File: src/rtl/stack_ctrl.sv
// -----------------------------------------------------------------------------
// stack_ctrl
//   LIFO stack with a four-state request/acknowledge handshake towards a
//   control unit. Each request (cs_stack == 1 seen in IDLE) performs exactly
//   one push or pop. ready_stack then stays high until the request is
//   released.
//
// Parameters
//   DATA_W  stack word width in bits
//   DEPTH   number of entries (power of two, >= 2)
//
// Ports
//   clk          rising-edge clock
//   reset        asynchronous active-low reset of all state (not the memory)
//   cs_stack     request strobe; only a solid 1 counts as a request
//   push         1 = push, 0 = pop; latched with the request
//   sdata        push data; latched with the request
//   clr_err      synchronous clear of ovf/unf (a same-cycle set wins)
//   ready_stack  completion, held until cs_stack is released
//   pop_data     last popped word (0 after a pop on empty)
//   full/empty   occupancy decoded from the stack pointer
//   ovf/unf      sticky overflow / underflow flags
//
// Configuration
//   STACK_ERR_FLAGS_EN  when defined, ovf/unf are live sticky flags; when not
//                       defined, ovf/unf read 0 and clr_err has no effect.
// -----------------------------------------------------------------------------
module stack_ctrl #(
  parameter int DATA_W = 16,
  parameter int DEPTH  = 16
) (
  input  logic              clk,
  input  logic              reset,
  input  logic              cs_stack,
  input  logic              push,
  input  logic [DATA_W-1:0] sdata,
  input  logic              clr_err,
  output logic              ready_stack,
  output logic [DATA_W-1:0] pop_data,
  output logic              full,
  output logic              empty,
  output logic              ovf,
  output logic              unf
);

  localparam int              AW      = $clog2(DEPTH);
  localparam int              SP_W    = AW + 1;
  localparam logic [SP_W-1:0] SP_FULL = SP_W'(DEPTH);
  localparam logic [SP_W-1:0] SP_ZERO = {SP_W{1'b0}};
  localparam logic [SP_W-1:0] SP_ONE  = {{(SP_W-1){1'b0}}, 1'b1};

  typedef enum logic [1:0] {
    IDLE    = 2'd0,
    EXEC    = 2'd1,
    DONE    = 2'd2,
    RELEASE = 2'd3
  } state_t;

  state_t              state_q, state_d;
  logic [SP_W-1:0]     sp_q, sp_d;
  logic                push_q, push_d;
  logic [DATA_W-1:0]   sdata_q, sdata_d;
  logic [DATA_W-1:0]   pop_data_q, pop_data_d;
  logic                ready_q, ready_d;
  logic [DATA_W-1:0]   mem [DEPTH];

  logic                req_s;
  logic                is_full_s;
  logic                is_empty_s;
  logic                wr_en_s;
  logic                ovf_set_s;
  logic                unf_set_s;
  logic [SP_W-1:0]     sp_dec_s;
  logic [AW-1:0]       wr_idx_s;
  logic [AW-1:0]       rd_idx_s;

  // Equality rather than a truth test so that X/Z on the strobe never opens a request.
  assign req_s      = (cs_stack == 1'b1);
  assign is_full_s  = (sp_q == SP_FULL);
  assign is_empty_s = (sp_q == SP_ZERO);
  assign sp_dec_s   = sp_q - SP_ONE;
  // Indices drop the pointer MSB; only used when the pointer is in range.
  assign wr_idx_s   = sp_q[AW-1:0];
  assign rd_idx_s   = sp_dec_s[AW-1:0];

  // State register.
  always_ff @(posedge clk or negedge reset) begin
    if (!reset) begin
      state_q <= IDLE;
    end else begin
      state_q <= state_d;
    end
  end

  // Next-state logic: one operation per request, RELEASE waits for the strobe to drop.
  always_comb begin
    state_d = state_q;
    case (state_q)
      IDLE: begin
        if (req_s) state_d = EXEC;
        else       state_d = IDLE;
      end
      EXEC:    state_d = DONE;
      DONE:    state_d = RELEASE;
      RELEASE: begin
        if (req_s) state_d = RELEASE;
        else       state_d = IDLE;
      end
      default: state_d = IDLE;
    endcase
  end

  // Output/datapath logic: latch the request, execute it in EXEC, drive ready.
  always_comb begin
    push_d     = push_q;
    sdata_d    = sdata_q;
    sp_d       = sp_q;
    pop_data_d = pop_data_q;
    wr_en_s    = 1'b0;
    ovf_set_s  = 1'b0;
    unf_set_s  = 1'b0;
    // ready is registered, so it follows the state being entered.
    ready_d    = (state_d == DONE) || (state_d == RELEASE);
    case (state_q)
      IDLE: begin
        if (req_s) begin
          push_d  = push;
          sdata_d = sdata;
        end else begin
          push_d  = push_q;
          sdata_d = sdata_q;
        end
      end
      EXEC: begin
        if (push_q) begin
          if (!is_full_s) begin
            wr_en_s = 1'b1;
            sp_d    = sp_q + SP_ONE;
          end else begin
            ovf_set_s = 1'b1;
          end
        end else begin
          if (!is_empty_s) begin
            sp_d       = sp_dec_s;
            pop_data_d = mem[rd_idx_s];
          end else begin
            pop_data_d = {DATA_W{1'b0}};
            unf_set_s  = 1'b1;
          end
        end
      end
      default: begin
        wr_en_s = 1'b0;
      end
    endcase
  end

  // Datapath registers.
  always_ff @(posedge clk or negedge reset) begin
    if (!reset) begin
      sp_q       <= SP_ZERO;
      push_q     <= 1'b0;
      sdata_q    <= {DATA_W{1'b0}};
      pop_data_q <= {DATA_W{1'b0}};
      ready_q    <= 1'b0;
    end else begin
      sp_q       <= sp_d;
      push_q     <= push_d;
      sdata_q    <= sdata_d;
      pop_data_q <= pop_data_d;
      ready_q    <= ready_d;
    end
  end

  // Stack storage; contents deliberately survive reset.
  always_ff @(posedge clk) begin
    if (wr_en_s) begin
      mem[wr_idx_s] <= sdata_q;
    end
  end

`ifdef STACK_ERR_FLAGS_EN
  logic ovf_q, ovf_d;
  logic unf_q, unf_d;

  // Sticky error flags; an error in the same cycle as clr_err leaves the flag set.
  always_comb begin
    ovf_d = ovf_q;
    unf_d = unf_q;
    if (clr_err) begin
      ovf_d = 1'b0;
      unf_d = 1'b0;
    end else begin
      ovf_d = ovf_q;
      unf_d = unf_q;
    end
    if (ovf_set_s) ovf_d = 1'b1;
    else           ovf_d = ovf_d;
    if (unf_set_s) unf_d = 1'b1;
    else           unf_d = unf_d;
  end

  // Error flag registers.
  always_ff @(posedge clk or negedge reset) begin
    if (!reset) begin
      ovf_q <= 1'b0;
      unf_q <= 1'b0;
    end else begin
      ovf_q <= ovf_d;
      unf_q <= unf_d;
    end
  end

  assign ovf = ovf_q;
  assign unf = unf_q;
`else
  // Flags disabled: inputs and error strobes are intentionally left without a load.
  logic unused_err_s;
  assign unused_err_s = clr_err ^ ovf_set_s ^ unf_set_s;
  assign ovf = 1'b0;
  assign unf = 1'b0;
`endif

  assign ready_stack = ready_q;
  assign pop_data    = pop_data_q;
  assign full        = is_full_s;
  assign empty       = is_empty_s;

endmodule

File: config.mk
export PLATFORM = sky130hd
export DESIGN_NAME = stack_ctrl
export DESIGN_NICKNAME = d
export VERILOG_FILES = /design/src/rtl/stack_ctrl.sv
export SDC_FILE = /design/constraint.sdc
export NUM_CORES = 1
export LEC_CHECK = 0
export BUFFER_PORTS_ARGS = -buffer_cell sky130_fd_sc_hd__buf_2
export CAP_MARGIN = 10
export CORE_ASPECT_RATIO = 1.1
export CORE_MARGIN = 4
export CORE_UTILIZATION = 65
export CTS_BUF_LIST = sky130_fd_sc_hd__clkbuf_4
export DETAILED_ROUTE_END_ITERATION = 12
export PLACE_DENSITY = 0.83
export SYNTH_ARGS = -nofsm -noshare
export SYNTH_HDL_FRONTEND = slang
export SYNTH_SLANG_ARGS = --single-unit
File: constraint.sdc
create_clock -name clk -period 6 [get_ports clk]
set_input_delay 0.3 -clock clk [delete_from_list [all_inputs] [get_ports clk]]
set_output_delay 0.3 -clock clk [all_outputs]
set_load 0.005 [all_outputs]
==> impl_metrics.ini <==
[outcome]
outcome = finished clean

[synthesis]
synth_cell_type_count = 46
yosys_warnings = 0
ys_top_cells_by_area = edfxtp_1 66%, mux4_2 12%, dfrtp_1 8.6%
postSynth.asyncResetShare = 0.135
avgSynthCellArea_um2 = 20.8
synth_area_mm2 = 0.0116
synth_edf_count = 256
yosysTopAreaCellShare = 0.662
synth_ff_type = edfxtp_1
seq_area_frac_synth = 0.748
yosys.area.top_type = edfxtp_1
synth_seq_cells = 296
synthCells = 559

[die]
io_pins = 42
die_x_um = 135
initial_core_util = 0.659
coreArea_mm2 = 0.0176
chipHeight_um = 148
fp.dieArea_mm2 = 0.0201
num_rows = 51

[drt]
wl_mm = 22.7
vias_per_cell = 6.15
first_iter_violations = 462
drcViolationCount = 0
drtPass1Iterations = 5
postRouteAntennaNets = 0
post_drt_wl_per_cell_um = 23.8
dr_total_vias = 5869

[global_route]
grt_pass1_wl_mm = 35.5
grt.overflow.total = 0
grt_max_degree = 44
antenna_found_initial = 1
grt_use_total = 0.240
grt_pass1_vias = 6352

[cts]
cts_buffers = 69
cts_tree = done
clock-sinks = 296
clk_pin_slew_ns = 0.07
htreeDepth = 3
clock_latency_ns = 0.67
cts_setup_buffers = 0
root_buffer = clkbuf_4
clk_path_buf_depth = 3

[worst_setup_path]
worstPathMaxFanout = 43
reg2reg_from = sp_q[0]
worstPathCellList = inv_1 -> ha_2 -> buf_4 -> mux4_2 -> mux2_2 -> o22ai_1 -> a31oi_2
cp-start-kind = flip-flop
crit_family = adder cells
worst_r2r_endpoint = pop_data[10]
r2r_cells = 7
slowest_delay_ns = 1.08
cp_slowest_cell = ha_2
crit_required_ns = 6.52
r2r_slack_ns = 2.13
crit_type = reg2reg
critPathBufInv = 2
crit_start = sp_q[0]
crit_arrival_ns = 4.38
worst_setup_path_end_kind = flip-flop

[sta]
rsz0062_at_grt = false
relSlewSlack = 0.302
tightestPinTransition_ns = 1.05
hold_viol = 0
setup_viol = 0
final.min_clock_period_ns = 3.87
fin_crit_sh = 0.644
skew_ns = 0.0310
fin_tns_setup_ns = 0
max_freq_mhz = 259
hold_ws_ns = 0.350
report.final.slew_viol_count = 0

[pwr]
p_int_mw = 4.47
vdd_drop_max_mv = 0.354
power_frac_seq = 0.473
p_sw_mw = 2.19
leakage_nw = 4.43
combPwrFrac = 0.293
p_per_area_mw_per_mm2 = 512
p_sw_frac = 0.329
power_frac_clock = 0.234

[placed_design]
port_buffers = 38
place.gp.congestion = 0.815
place_area_mm2 = 0.0120
place_hpwl_mm = 13.2

[layout]
areaGrowthSynthToFinish_pct = 12.0
nets = 686
final_cell_area_mm2 = 0.0130
drive_above_1_share = 0.383
fin_util = 0.739

[run]
maxCapViolCount = 0

[worst_hold_path]
min_path_type = in2async
==> stage by stage <==
step / worst slack [ns] / std cells / total power, mW
detailed placement: 2.10 / 809 / 5.12
global route: 1.89 / 954 / 7.00
finish: 2.13 / 954 / 6.67
floorplan: 2.74 / 560 / 4.53
CTS: 2.08 / 953 / 6.66
global placement: 2.29 / 809 / 4.99
==> sequential cells by signal, indices dropped and copies added, names as in the netlist <==
register	flops
ready_stack	1
sdata_q	16
pop_data	16
state_q	1
push_q	1
mem	256
sp_q	5
==> cell usage after synthesis (all sizes together) (2+ instances only) <==
| cell type | number |
|---|---|
| edfxtp | 256 |
| a31oi | 15 |
| xor2 | 6 |
| nor2 | 7 |
| dfrtp | 40 |
| nand3 | 15 |
| mux4 | 64 |
| ha | 4 |
| inv | 5 |
| clkbuf | 8 |
| nor3b | 3 |
| xnor2 | 2 |
| o21ai | 2 |
| nand2 | 22 |
| buf | 25 |
| or4 | 3 |
| nor4b | 2 |
| mux2 | 32 |
| and2 | 18 |
| o22ai | 15 |
==> worst max-delay path by stage <==
stage | to | depth (start not counted) | slack [ns]
floorplan | mem[0][0] | 11 | 2.74
global placement | pop_data[7] | 7 | 2.29
detailed placement | pop_data[10] | 7 | 2.10
CTS | pop_data[10] | 7 | 2.08
global route | pop_data[10] | 7 | 1.89
finish | pop_data[10] | 7 | 2.13
==> logic make-up (layout without fill, tap and decap cells) <==
kind of cell | count (synthesis) | in the layout | synth area share
AO/OA/AOI/OAI | 41 | 41 | 0.0312
XOR/XNOR | 8 | 8 | 0.00603
adder cells (fa/ha/maj) | 4 | 4 | 0.00431
buffers and inverters | 38 | 193 | 0.0196
flip-flops | 296 | 296 | 0.748
multiplexers | 97 | 97 | 0.156
other | 1 | 3 | 0.000323
AND/OR/NAND/NOR | 74 | 74 | 0.0343
==> power by group through the flow <==
stage	clock network (mW)	registers (mW)	logic, mW
after floorplan	0	2.93	1.61
after detailed placement	0	3.19	1.93
after CTS	1.57	3.14	1.95
final	1.56	3.15	1.95
after global placement	0	3.13	1.85
after global routing	1.73	3.21	2.07
==> layout make-up <==
| class | instances | area (um2) |
|---|---|---|
| Inverter | 5 | 18.8 |
| Clock inverter | 21 | 82.6 |
| Clock buffer | 104 | 781 |
| Tap cell | 238 | 298 |
| Timing Repair Buffer | 63 | 425 |
| Antenna cell | 1 | 2.50 |
| Sequential cell | 296 | 8690 |
| Multi-Input combinational cell | 226 | 2710 |
| Fill cell | 997 | 4600 |
==> worst reg2reg max path, cell delays in order (launching register included) <==
cell and delay, ns:
dfrtp_4 0.97, inv_1 0.20, ha_2 1.08, buf_4 0.54
mux4_2 0.38, mux2_2 0.30, o22ai_1 0.21, a31oi_2 0.07
==> layout by cell type, fill, tap and decap left out, types with 2 or more instances in the layout <==
cell	count
nand2_1	22
mux2_2	32
conb_1	2
xnor2_1	2
nand3_1	15
a31oi_2	9
clkbuf_4	104
dlygate4sd3_1	19
ha_1	3
a31oi_1	5
clkinv_1	13
mux4_2	64
inv_2	7
dfrtp_1	39
clkinv_2	3
o21ai_0	2
edfxtp_1	256
nor4b_1	2
and2_1	17
inv_1	3
nor3b_1	2
or4_1	2
o22ai_1	14
buf_2	38
buf_4	6
nor2_1	7
xor2_1	5
==> what timing repair did <==
action,CTS,global route
hold buffers,19,0
endpoints found under the hold margin,59,0
gates resized for setup,0,0
==> layer usage <==
layer  part of all wire  global-route usage  vias to the layer above
met5                  0                   0                        -
met4              0.025              0.0993                        0
met3              0.076              0.0541                       49
met2               0.53               0.404                      282
li1                   -                   -                     2530
met1               0.37               0.307                     3008
Power figures use the tool's default switching activity.
